$ cat src/rtl/lif_timestep_scheduler.sv
// Time-multiplexed binary LIF update engine: one start runs one timestep over all neurons.
// Optional refractory counters are enabled by defining LIF_REFRACTORY_EN.
module lif_timestep_scheduler #(
  parameter int N_NEURONS    = 8,
  parameter int POT_W        = 4,
  parameter int THRESHOLD    = 5,
  parameter int LEAK         = 1,
  parameter int REFRAC_STEPS = 2,
  localparam int IDX_W       = $clog2(N_NEURONS)
) (
  input  logic                 clk,
  input  logic                 rst,
  input  logic                 start,
  input  logic [N_NEURONS-1:0] in_vec,
  output logic                 busy,
  output logic                 done,
  output logic [N_NEURONS-1:0] spike_vec,
  output logic [IDX_W-1:0]     neuron_idx
);

  typedef enum logic [1:0] {IDLE, UPDATE, DONE} state_t;

  state_t               state_reg;
  logic                 busy_reg;
  logic                 done_reg;
  logic [N_NEURONS-1:0] spike_reg;
  logic [IDX_W-1:0]     idx_reg;
  logic [N_NEURONS-1:0] in_lat_reg;
  logic [N_NEURONS-1:0] acc_reg;
  logic [POT_W-1:0]     pot_reg [N_NEURONS];

`ifdef LIF_REFRACTORY_EN
  localparam int RW = $clog2(REFRAC_STEPS + 1);
  logic [RW-1:0]        refrac_reg [N_NEURONS];
`endif

  logic [POT_W-1:0]     pot_cur;
  logic [POT_W-1:0]     pot_upd;
  logic                 in_bit;
  logic                 fire;
  logic                 blocked;
  logic                 fire_eff;
  logic [N_NEURONS-1:0] acc_next;

  always_comb begin
    pot_cur = pot_reg[idx_reg];
    in_bit  = in_lat_reg[idx_reg];
    pot_upd = '0;
    if (in_bit) begin
      pot_upd = (pot_cur == {POT_W{1'b1}}) ? pot_cur : pot_cur + 1'b1;
    end else if (int'(pot_cur) >= LEAK) begin
      pot_upd = POT_W'(int'(pot_cur) - LEAK);
    end
    fire = (int'(pot_upd) >= THRESHOLD);
`ifdef LIF_REFRACTORY_EN
    blocked = (refrac_reg[idx_reg] != '0);
`else
    blocked = 1'b0;
`endif
    fire_eff = fire & ~blocked;
    acc_next = acc_reg;
    acc_next[idx_reg] = acc_reg[idx_reg] | fire_eff;
  end

  always_ff @(posedge clk) begin
    if (rst) begin
      state_reg  <= IDLE;
      busy_reg   <= 1'b0;
      done_reg   <= 1'b0;
      spike_reg  <= '0;
      idx_reg    <= '0;
      in_lat_reg <= '0;
      acc_reg    <= '0;
      for (int i = 0; i < N_NEURONS; i++) begin
        pot_reg[i] <= '0;
`ifdef LIF_REFRACTORY_EN
        refrac_reg[i] <= '0;
`endif
      end
    end else begin
      case (state_reg)
        IDLE: begin
          done_reg <= 1'b0;
          if (start) begin
            in_lat_reg <= in_vec;
            acc_reg    <= '0;
            idx_reg    <= '0;
            busy_reg   <= 1'b1;
            state_reg  <= UPDATE;
          end
        end
        UPDATE: begin
          // A firing or refractory neuron is left at rest potential.
          pot_reg[idx_reg] <= (fire | blocked) ? '0 : pot_upd;
`ifdef LIF_REFRACTORY_EN
          if (blocked)
            refrac_reg[idx_reg] <= refrac_reg[idx_reg] - 1'b1;
          else if (fire)
            refrac_reg[idx_reg] <= RW'(REFRAC_STEPS);
`endif
          acc_reg <= acc_next;
          if (idx_reg == IDX_W'(N_NEURONS - 1)) begin
            idx_reg   <= '0;
            done_reg  <= 1'b1;
            spike_reg <= acc_next;
            state_reg <= DONE;
          end else begin
            idx_reg <= idx_reg + 1'b1;
          end
        end
        DONE: begin
          done_reg  <= 1'b0;
          busy_reg  <= 1'b0;
          state_reg <= IDLE;
        end
        default: state_reg <= IDLE;
      endcase
    end
  end

  assign busy       = busy_reg;
  assign done       = done_reg;
  assign spike_vec  = spike_reg;
  assign neuron_idx = idx_reg;

endmodule
$ cat config.mk
export PLATFORM = sky130hd
export DESIGN_NAME = lif_timestep_scheduler
export DESIGN_NICKNAME = d
export VERILOG_FILES = /design/src/rtl/lif_timestep_scheduler.sv
export SDC_FILE = /design/constraint.sdc
export NUM_CORES = 1
export LEC_CHECK = 0
export BUFFER_PORTS_ARGS = -buffer_cell sky130_fd_sc_hd__buf_4
export CAP_MARGIN = 10
export CORE_ASPECT_RATIO = 2
export CORE_MARGIN = 3
export CORE_UTILIZATION = 60
export CTS_CLUSTER_SIZE = 10
export DETAILED_ROUTE_END_ITERATION = 7
export PLACE_DENSITY = 0.8
export SYNTH_ARGS = -nofsm -noshare
export SYNTH_HDL_FRONTEND = slang
export SYNTH_SLANG_ARGS = --single-unit
$ cat constraint.sdc
create_clock -name clk -period 9.41 [get_ports clk]
set_input_delay 1.4115 -clock clk [delete_from_list [all_inputs] [get_ports clk]]
set_output_delay 1.4115 -clock clk [all_outputs]
set_load 0.02 [all_outputs]
==> results.yml, run 1 <==
power:
  power_density_nw_per_um2: 169.3
  leakage_nw: 1.302
  ir_drop_uv: 169.7
route:
  wl_per_cell_um: 17.27
  drt-pass1-iter-count: 4
  vias: 2243
  routed_wl_um: 6409
  ant_nets: 0
  top_layer_used: "met4"
  via_per_inst: 6.046
  wl_met1_um: 2428
  routed-wl-met3_um: 133
  met2_length_um: 3640
  dr.first_iter.drc_count: 96
  remaining_drc_errors: 0
clock_tree:
  numClockSinks: 66
  cts_made_buffers: 9
  cts_tree: "done"
  cts_buffer_depth: 2
  cts-root-buf: "clkbuf_8"
  htreeDepth: 3
  cts_setup_buffers: 0
  cts_resized: 0
  path_clk_slew_ns: 0.07
  insertion_delay_ns: 0.34
  holdBufCountCts: 0
synthesis:
  synth_edf_count: 32
  synth_top_family_by_area: "simple AND/OR/NAND/NOR gates"
  synth_cell_type_count: 51
  ys_seq_area_frac: 0.5159
  synth.area.mux_share: 0.1309
  synth-simple-area-share: 0.1738
  syn_area_um2: 3182
  synth_adder_area_share: 0.01966
  yosysTopAreaCellShare: 0.3020
  synthArstFlopShare: 0
  synth_compound_area_frac: 0.1227
  synth_ff_type: "dfxtp_1"
  ys_seq_elements: 66
  synth_cells: 284
  post-synth-top-count-cell: "nor2_1"
  synth_top_area_cell: "edfxtp_1"
  synth_common_cells: "nor2_1, dfxtp_1, edfxtp_1"
  yosys-top-cells-area: "edfxtp_1, dfxtp_1, mux4_2"
  synth_warnings: 0
  synth-xor-area-share: 0
  syn_avg_cell_area_um2: 11.20
critical_path:
  critPathRequiredTime_ns: 9.61
  crit_slowest_cell: "a311oi_4"
  crit_path_end_kind: "flip-flop"
  crit_chain: "mux4_2, mux2i_4, inv_2, ha_1, nand2b_1, nor4b_1, o21ai_0, o311a_1, a311oi_4, a31oi_1"
  start_kind: "flip-flop"
  r2r_slack_ns: 5.71
  crit_buf_inv: 1
  cp_max_fo: 16
  worst_ep_arrival_time_ns: 3.90
  path_depth: 10
  critical_path_class: "reg -> reg"
  critPathMaxStageDelay_ns: 0.75
  r2r-end: "spike_vec[2]"
  crit_path_end: "spike_vec[2]"
  reg2regPathDepth: 10
  path_delay_family: "compound AO/OA/AOI/OAI gates"
final_layout:
  final_core_util: 0.7032
  finalNetCount: 325
  syn_to_final_growth_pct: 10.50
  largest_reg_flops: 32
  drive_above_1_share: 0.1847
  antenna_cells: 0
timing:
  drv_slew: 0
  post-route-period-util: 0.3932
  hold_viol: 0
  setup_viol: 0
  tns_ns: 0
  finalHoldWorstSlack_ns: 0.4724
  max_freq_mhz: 270.3
  relSlewSlack: 0.4639
  worst_pin_slew_ns: 0.8012
  period_minus_slack_ns: 3.700
  rsz0062_at_grt: "false"
  fin_skew_ns: 0.006587
die:
  io_pins: 24
  die_h_um: 109.0
  die_x_um: 57.49
  die-area_um2: 6266
  initial_utilization: 0.6364
  rows: 36
  core_area_um2: 5000
placement:
  io_buffers: 23
  dp_hpwl_um: 4762
  place_congestion: 0.8939
status:
  outcome: "finished clean"
grt:
  gr-usage-all-layers: 0.2337
  grt_max_degree: 32
  antenna_found_initial: 0
  grt_first_pass_wirelength_um: 10860
  grt_overflow: 0
  grt_pass1_vias: 2284
run:
  drv_cap: 0
min_path:
  min_path_type: "reg -> reg"
  min_from: "done"
-- cell type report --
type                            instances  area [um^2]
Multi-Input combinational cell        203         1453
Tap cell                               57        71.32
Sequential cell                        66         1642
Clock inverter                          4        20.02
Timing Repair Buffer                   23        172.7
Inverter                                6        22.52
Clock buffer                           12        135.1
Fill cell                             379         1484
-- layout by cell type, fill, tap and decap left out, types with 2 or more instances in the layout --
cell type  netlist  routed
inv_1            4       4
mux2i_1          9       9
a31oi_1          9       9
a22oi_1          2       2
nand2b_1        11      11
nand4_1          2       2
dfxtp_1         34      34
nand3_1          2       2
clkinv_2         0       4
nor3b_1          5       5
ha_1             5       5
and2_1           2       2
o32ai_1          8       8
nor2_1          49      49
clkbuf_8         0       9
conb_1           1       8
a22o_1           3       3
mux4_2          10      10
inv_2            2       2
nand2_1         16      16
a21oi_1          2       2
nor2b_1          9       9
clkbuf_1         7       3
mux2i_4          4       4
nor3_1           2       2
edfxtp_1        32      32
o211ai_1         3       3
buf_4            1      23
a221oi_1         2       2
o21ai_0         12      12
o21ai_1          8       8
nand4b_1         2       2
or3_1            2       2
-- per-layer routing --
| metal | up-vias | GRT usage |
|---|---|---|
| met5 | - | 0 |
| met4 | 0 | 0.1376 |
| met3 | 16 | 0.04621 |
| met2 | 40 | 0.4167 |
| met1 | 1094 | 0.2464 |
| li1 | 1093 | - |
-- worst min-delay path by stage --
stage | endpoint | slack (ns) | cells after the start
finish | done | 0.47 | 2
global route | done | 0.51 | 2
CTS | done | 0.48 | 2
detailed placement | busy | 0.47 | 2
global placement | done | 0.45 | 2
floorplan | in_lat_reg[4] | 0.45 | 2
-- worst min-delay path: cells and delay by family, from the launching register on --
kind,cells,cell delay [ns]
AOI/OAI and AO/OA,1,0.05
and+or+nand+nor,1,0.06
DFF,1,0.31
-- metrics by stage --
stage          cells  total power, W  setup WS, ns  instance area [um^2]
2_1_floorplan    291       0.0003902         6.433                  3208
3_3_place_gp     355       0.0004063         5.762                  3361
3_5_place_dp     355       0.0004073         5.731                  3361
4_1_cts          371       0.0005999         5.701                  3516
5_1_grt          371       0.0006217         5.354                  3516
6_report         371       0.0005954         5.710                  3516
-- kinds of logic after synthesis --
| logic type | count (synthesis) |
|---|---|
| AOI/OAI and AO/OA | 55 |
| muxes | 24 |
| DFF | 66 |
| and+or+nand+nor | 111 |
| other | 1 |
| adders and majority gates | 5 |
| buffers and inverters | 22 |
-- power by group --
part | leakage (nW) | switching [W] | internal [W]
sequential | 0.603 | 0.00000739 | 0.000312
combinational | 0.615 | 0.0000504 | 0.0000318
clock | 0.0839 | 0.000100 | 0.0000939
total | 1.30 | 0.000158 | 0.000438
Power figures use the tool's default switching activity.
==> run 2: changes to the inputs <==
--- a/config.mk
+++ b/config.mk
@@ -5,6 +5,7 @@
 export SDC_FILE = /design/constraint.sdc
 export NUM_CORES = 1
 export LEC_CHECK = 0
+export ABC_AREA = 1
 export BUFFER_PORTS_ARGS = -buffer_cell sky130_fd_sc_hd__buf_4
 export CAP_MARGIN = 10
 export CORE_ASPECT_RATIO = 2
@@ -12,7 +13,7 @@
 export CORE_UTILIZATION = 60
 export CTS_CLUSTER_SIZE = 10
 export DETAILED_ROUTE_END_ITERATION = 7
-export PLACE_DENSITY = 0.8
+export PLACE_DENSITY = 0.79
 export SYNTH_ARGS = -nofsm -noshare
 export SYNTH_HDL_FRONTEND = slang
 export SYNTH_SLANG_ARGS = --single-unit
==> constraint.sdc (replaced) <==
create_clock -name clk -period 3.6 [get_ports clk]
set_input_delay 0.54 -clock clk [delete_from_list [all_inputs] [get_ports clk]]
set_output_delay 0.54 -clock clk [all_outputs]
set_load 0.02 [all_outputs]
==> run 2 against run 1 <==
  * Synthesized cell count up 56%
  * Synthesized area up 8.2%
  * Total power rose to 3.2 times the previous value
  * Final area up 10%
  * Global-route usage up 1.4 points
  * Sequential share of layout area down 4.2 points
  * Critical endpoint is now pot_reg[6][1]
  * Largest power group unchanged
  * Highest routed layer unchanged
==> results.yml, run 2 <==
run:
  drv_cap: 0
route:
  via_per_inst: 5.182
  drt-pass1-iter-count: 4
  dr.first_iter.drc_count: 134
  ant_nets: 0
  vias: 2793
  wl_per_cell_um: 13.71
  routed_wl_um: 7388
  remaining_drc_errors: 0
synthesis:
  ys_seq_area_frac: 0.4769
  synth_edf_count: 32
  syn_avg_cell_area_um2: 7.752
  synthArstFlopShare: 0
  ys_seq_elements: 66
  synth-simple-area-share: 0.3177
  synth_common_cells: "nand2_1, inv_1, nor2_1"
  syn_area_um2: 3442
  synth.area.mux_share: 0
  synth_adder_area_share: 0.01818
  synth_warnings: 0
  yosysTopAreaCellShare: 0.2792
  synth_cell_type_count: 32
  synth_top_family_by_area: "simple AND/OR/NAND/NOR gates"
  synth_ff_type: "dfxtp_1"
  synth-xor-area-share: 0
  yosys-top-cells-area: "edfxtp_1, dfxtp_1, nand2_1"
  synth_top_area_cell: "edfxtp_1"
  synth_compound_area_frac: 0.08106
  post-synth-top-count-cell: "nand2_1"
  synth_cells: 444
critical_path:
  start_kind: "flip-flop"
  crit_buf_inv: 2
  path_delay_family: "simple AND/OR/NAND/NOR gates"
  crit_chain: "inv_6, nand2_1, nand3_1, nand2_1, nand2_1, nand2_1, ha_1, nand3_1, nor2_1, nand2_1, nand2_1, nand2_1, nand3_2, nand2_4, nand2_4, inv_6, nand2_4, nor2_1"
  crit_slowest_cell: "dfxtp_1"
  crit_path_end_kind: "flip-flop"
  critical_path_class: "reg -> reg"
  r2r-end: "pot_reg[6][1]"
  path_depth: 18
  worst_ep_arrival_time_ns: 2.88
  cp_max_fo: 17
  reg2regPathDepth: 18
  critPathMaxStageDelay_ns: 0.71
  r2r_slack_ns: 0.82
  cp_common_cell: "nand2_1"
  critPathRequiredTime_ns: 3.70
final_layout:
  final_common_cell: "nand2_1"
  final_cell_mix: "nand2_1, inv_1, nor2_1"
  drive_above_1_share: 0.1691
  antenna_cells: 0
  largest_reg_flops: 32
  syn_to_final_growth_pct: 12.36
  finalNetCount: 490
  nFillCells: 419
power:
  switching_share: 0.3001
  power_frac_seq: 0.445
  leakage_nw: 1.813
  pwr-share-comb: 0.190
  power_density_nw_per_um2: 488.3
  ir_drop_uv: 584.2
  p_switching_w: 0.0005667
  intPower_w: 0.001322
  p_clk_frac: 0.365
timing:
  setup_viol: 0
  rsz0062_at_grt: "false"
  period_minus_slack_ns: 2.780
  fin_skew_ns: 0.008553
  post-route-period-util: 0.7721
  max_freq_mhz: 359.8
  worst_pin_slew_ns: 0.7087
  hold_viol: 0
  drv_slew: 0
  relSlewSlack: 0.5270
  finalHoldWorstSlack_ns: 0.3925
  tns_ns: 0
placement:
  io_buffers: 23
  place_congestion: 0.9837
  dp_hpwl_um: 5718
die:
  core_area_um2: 5468
  io_pins: 24
  die-area_um2: 6737
  die_x_um: 59.56
  die_h_um: 113.1
  initial_utilization: 0.6295
  rows: 38
clock_tree:
  holdBufCountCts: 0
  cts-root-buf: "clkbuf_8"
  cts_setup_buffers: 0
  cts_buffer_depth: 2
  path_clk_slew_ns: 0.08
  numClockSinks: 66
  cts_resized: 0
  insertion_delay_ns: 0.35
  cts_made_buffers: 9
  htreeDepth: 3
  cts_tree: "done"
grt:
  antenna_found_initial: 0
  grt_pass1_vias: 2666
  grt_overflow: 0
  gr-usage-all-layers: 0.2478
  grt_first_pass_wirelength_um: 12270
  grt_max_degree: 27
min_path:
  min_from: "rst"
  min_path_cells: 2
  min_path_type: "in -> reg"
  min_delay_worst_endpoint: "done"
status:
  outcome: "finished clean"
## run 2: changes by cell type after synthesis, moves of 11 or more
cell and change:
inv_1 +60, a21oi_1 +13, o21ai_0 +17, nand2b_1 -11, nand3_1 +28, nand2_1 +98
## run 2: kinds of logic after synthesis
group	after synthesis
AO/OA/AOI/OAI	52
flip-flops	66
AND/OR/NAND/NOR	235
other	1
buffers and inverters	85
adder cells (fa/ha/maj)	5
## run 2: worst max path at each step
stage / end / start
floorplan: pot_reg[3][0] / flip-flop
global placement: pot_reg[5][1] / flip-flop
detailed placement: pot_reg[6][1] / flip-flop
CTS: pot_reg[6][1] / flip-flop
global route: pot_reg[5][0] / flip-flop
finish: pot_reg[6][1] / flip-flop
## run 2: per-stage QoR
| step | setup WS, ns | instance area (um^2) | utilization | instances | power [W] |
|---|---|---|---|---|---|
| floorplan | 1.393 | 3468 | - | 451 | 0.001140 |
| CTS | 0.8347 | 3867 | 0.7073 | 539 | 0.001899 |
| finish | 0.8205 | 3867 | 0.7073 | 539 | 0.001889 |
| detailed placement | 0.8661 | 3642 | 0.6661 | 523 | 0.001213 |
| global route | 0.5173 | 3867 | 0.7073 | 539 | 0.001973 |
| global placement | 0.9478 | 3642 | 0.6661 | 523 | 0.001204 |
## run 2: layout make-up
| type | instances | area (um^2) | share of cell area |
|---|---|---|---|
| Inverter | 74 | 287.8 | 0.07441 |
| Multi-Input combinational cell | 300 | 1465 | 0.3788 |
| Tap cell | 60 | 75.07 | 0.01941 |
| Sequential cell | 66 | 1642 | 0.4245 |
| Clock inverter | 7 | 101.3 | 0.02621 |
| Clock buffer | 9 | 123.9 | 0.03203 |
| Timing Repair Buffer | 23 | 172.7 | 0.04465 |
## run 2: power groups by stage
stage | logic [W] | registers [W] | clock network [W]
2_1_floorplan | 0.000292 | 0.000848 | 0
3_3_place_gp | 0.000348 | 0.000856 | 0
3_5_place_dp | 0.000356 | 0.000857 | 0
4_1_cts | 0.000357 | 0.000841 | 0.000701
5_1_grt | 0.000405 | 0.000844 | 0.000724
6_report | 0.000359 | 0.000841 | 0.000689
## run 2: layer usage
metal | global-route usage | up-vias | share of wire
met2 | 0.4565 | 58 | 0.57
met4 | 0.1509 | 0 | 0.053
met1 | 0.2359 | 1244 | 0.35
li1 | - | 1462 | -
met3 | 0.04795 | 29 | 0.027
met5 | 0 | - | 0
==> run 3: changes to the inputs <==
--- a/config.mk
+++ b/config.mk
@@ -10,10 +10,10 @@
 export CAP_MARGIN = 10
 export CORE_ASPECT_RATIO = 2
 export CORE_MARGIN = 3
-export CORE_UTILIZATION = 60
+export CORE_UTILIZATION = 54
 export CTS_CLUSTER_SIZE = 10
 export DETAILED_ROUTE_END_ITERATION = 7
-export PLACE_DENSITY = 0.79
+export PLACE_DENSITY = 0.75
 export SYNTH_ARGS = -nofsm -noshare
 export SYNTH_HDL_FRONTEND = slang
 export SYNTH_SLANG_ARGS = --single-unit
==> constraint.sdc (replaced) <==
create_clock -name clk -period 2.4 [get_ports clk]
set_input_delay 0.36 -clock clk [delete_from_list [all_inputs] [get_ports clk]]
set_output_delay 0.36 -clock clk [all_outputs]
set_load 0.02 [all_outputs]
==> run 3 against run 2 <==
  * Combinational power rose by 120%
  * Non-clock buffer count rose by 24
  * Largest cell class is now multi-input gates
  * Setup slack got worse by 0.80 ns
  * Core utilization rose by 1.7 points
  * Final area rose by 14%
  * First-iteration DRC count rose by 69%
  * Global-route usage fell by 1.3 points
  * Fmax rose by 17%
  * Sequential power rose by 50%
==> results.yml, run 3 (synthesis results as in run 2) <==
route:
  ant_nets: 0
  routed_wl_um: 8922
  dr.first_iter.drc_count: 226
  remaining_drc_errors: 0
  drt-pass1-iter-count: 6
  via_per_inst: 5.258
  vias: 3097
  wl_per_cell_um: 15.15
power:
  leakage_nw: 1.987
  ir_drop_uv: 737.0
  p_total_w: 0.003380
  power_density_nw_per_um2: 764.4
grt:
  gr-usage-all-layers: 0.2347
  grt_overflow: 0
  antenna_found_initial: 0
  grt_first_pass_wirelength_um: 13370
  grt_pass1_vias: 2913
  grt_max_degree: 18
run:
  drv_cap: 0
die:
  core_area_um2: 6106
  initial_utilization: 0.5637
  rows: 40
  io_pins: 24
  die-area_um2: 7427
  die_h_um: 118.9
  die_x_um: 62.46
critical_path:
  critPathMaxStageDelay_ns: 0.32
  crit_path_end_kind: "flip-flop"
  worst_ep_arrival_time_ns: 2.57
  crit_slowest_cell: "dfxtp_2"
  cp_common_cell: "nand2_4"
  crit_chain: "buf_12, buf_8, nand2_4, nand3_2, nand2_2, nand2_2, nand2_4, ha_4, nand3_4, nor2_4, nand3_1, nand2_2, nand3_4, nand2_4, nand2_4, inv_8, nand2_8, nor2_4"
  critical_path_class: "reg -> reg"
  start_kind: "flip-flop"
  cp_max_fo: 8
  critPathRequiredTime_ns: 2.59
final_layout:
  drive_above_1_share: 0.2851
  final_cell_mix: "nand2_1, inv_1, buf_4"
  final_cells: 589
  largest_reg_flops: 32
  finalNetCount: 516
  syn_to_final_growth_pct: 28.46
  nFillCells: 465
  antenna_cells: 0
  final_core_util: 0.7242
  final_common_cell: "nand2_1"
placement:
  io_buffers: 23
  place_ws_ns: -0.04684
  dp_hpwl_um: 6045
  place_inst: 560
  place_congestion: 0.8543
timing:
  fin_skew_ns: 0.007222
  period_minus_slack_ns: 2.383
  max_freq_mhz: 419.7
  drv_slew: 0
  finalWorstSetupSlack_ns: 0.01727
  post-route-period-util: 0.9928
  setup_viol: 0
  rsz0062_at_grt: "true"
  finalHoldWorstSlack_ns: 0.2318
  hold_viol: 0
clock_tree:
  numClockSinks: 66
  htreeDepth: 3
  holdBufCountCts: 0
  cts-root-buf: "clkbuf_16"
  cts_made_buffers: 9
  path_clk_slew_ns: 0.06
  cts_buffer_depth: 2
  insertion_delay_ns: 0.33
  cts_tree: "done"
status:
  outcome: "finished clean"
min_path:
  min_path_type: "in -> reg"
[run 3: final timing paths]
path,start,end,slack (ns),cells after the start
setup / recovery,flip-flop,pot_reg[4][0],0.02,18
hold / removal,rst,busy,0.23,2
setup reg to reg,flip-flop,pot_reg[4][0],0.02,18
hold reg to reg,in_lat_reg[6],in_lat_reg[6],0.45,2
[run 3: what timing repair did]
action / CTS / global route
buffers inserted: 1 / 10
resized for setup: 7 / 57
cloned: 0 / 2
endpoints found under the hold margin: 0 / 0
endpoints found under the setup margin: 13 / 40
pin swaps: 1 / 22
[run 3: stage by stage]
| step | TNS, ns | cell area (um^2) |
|---|---|---|
| floorplan | 0 | 3468 |
| global placement | 0 | 3782 |
| detailed placement | -0.04717 | 3782 |
| CTS | 0 | 4119 |
| global route | -3.795 | 4422 |
| finish | 0 | 4422 |
[run 3: where the power goes]
group,switching [W],internal [W]
logic,0.000525,0.000280
registers,0.0000262,0.00123
clock network,0.000488,0.000831
[run 3: metal layers]
| metal | vias up | track usage | routed length [um] |
|---|---|---|---|
| li1 | 1525 | - | - |
| met1 | 1426 | 0.2041 | 2899 |
| met2 | 107 | 0.4769 | 5170 |
| met3 | 39 | 0.03774 | 319 |
| met4 | 0 | 0.1355 | 533 |
| met5 | - | 0 | 0 |
[run 3: final cells by class]
cell class | count | area, um^2 | share of cell area
repair buffers | 47 | 372.9 | 0.08432
clock inverters | 6 | 66.31 | 0.01500
clock buffers | 10 | 239.0 | 0.05405
inverters | 74 | 302.8 | 0.06848
flip-flops and latches | 66 | 1647 | 0.3724
well taps | 84 | 105.1 | 0.02377
multi-input cells | 301 | 1682 | 0.3803
repair inverters | 1 | 7.507 | 0.001698
[run 3: worst max-delay path: cells and delay by family (launching register included)]
kind	cells	cell delay, ns
buffers and inverters	3	0.37
DFF	1	0.32
and+or+nand+nor	14	1.37
adders and majority gates	1	0.18
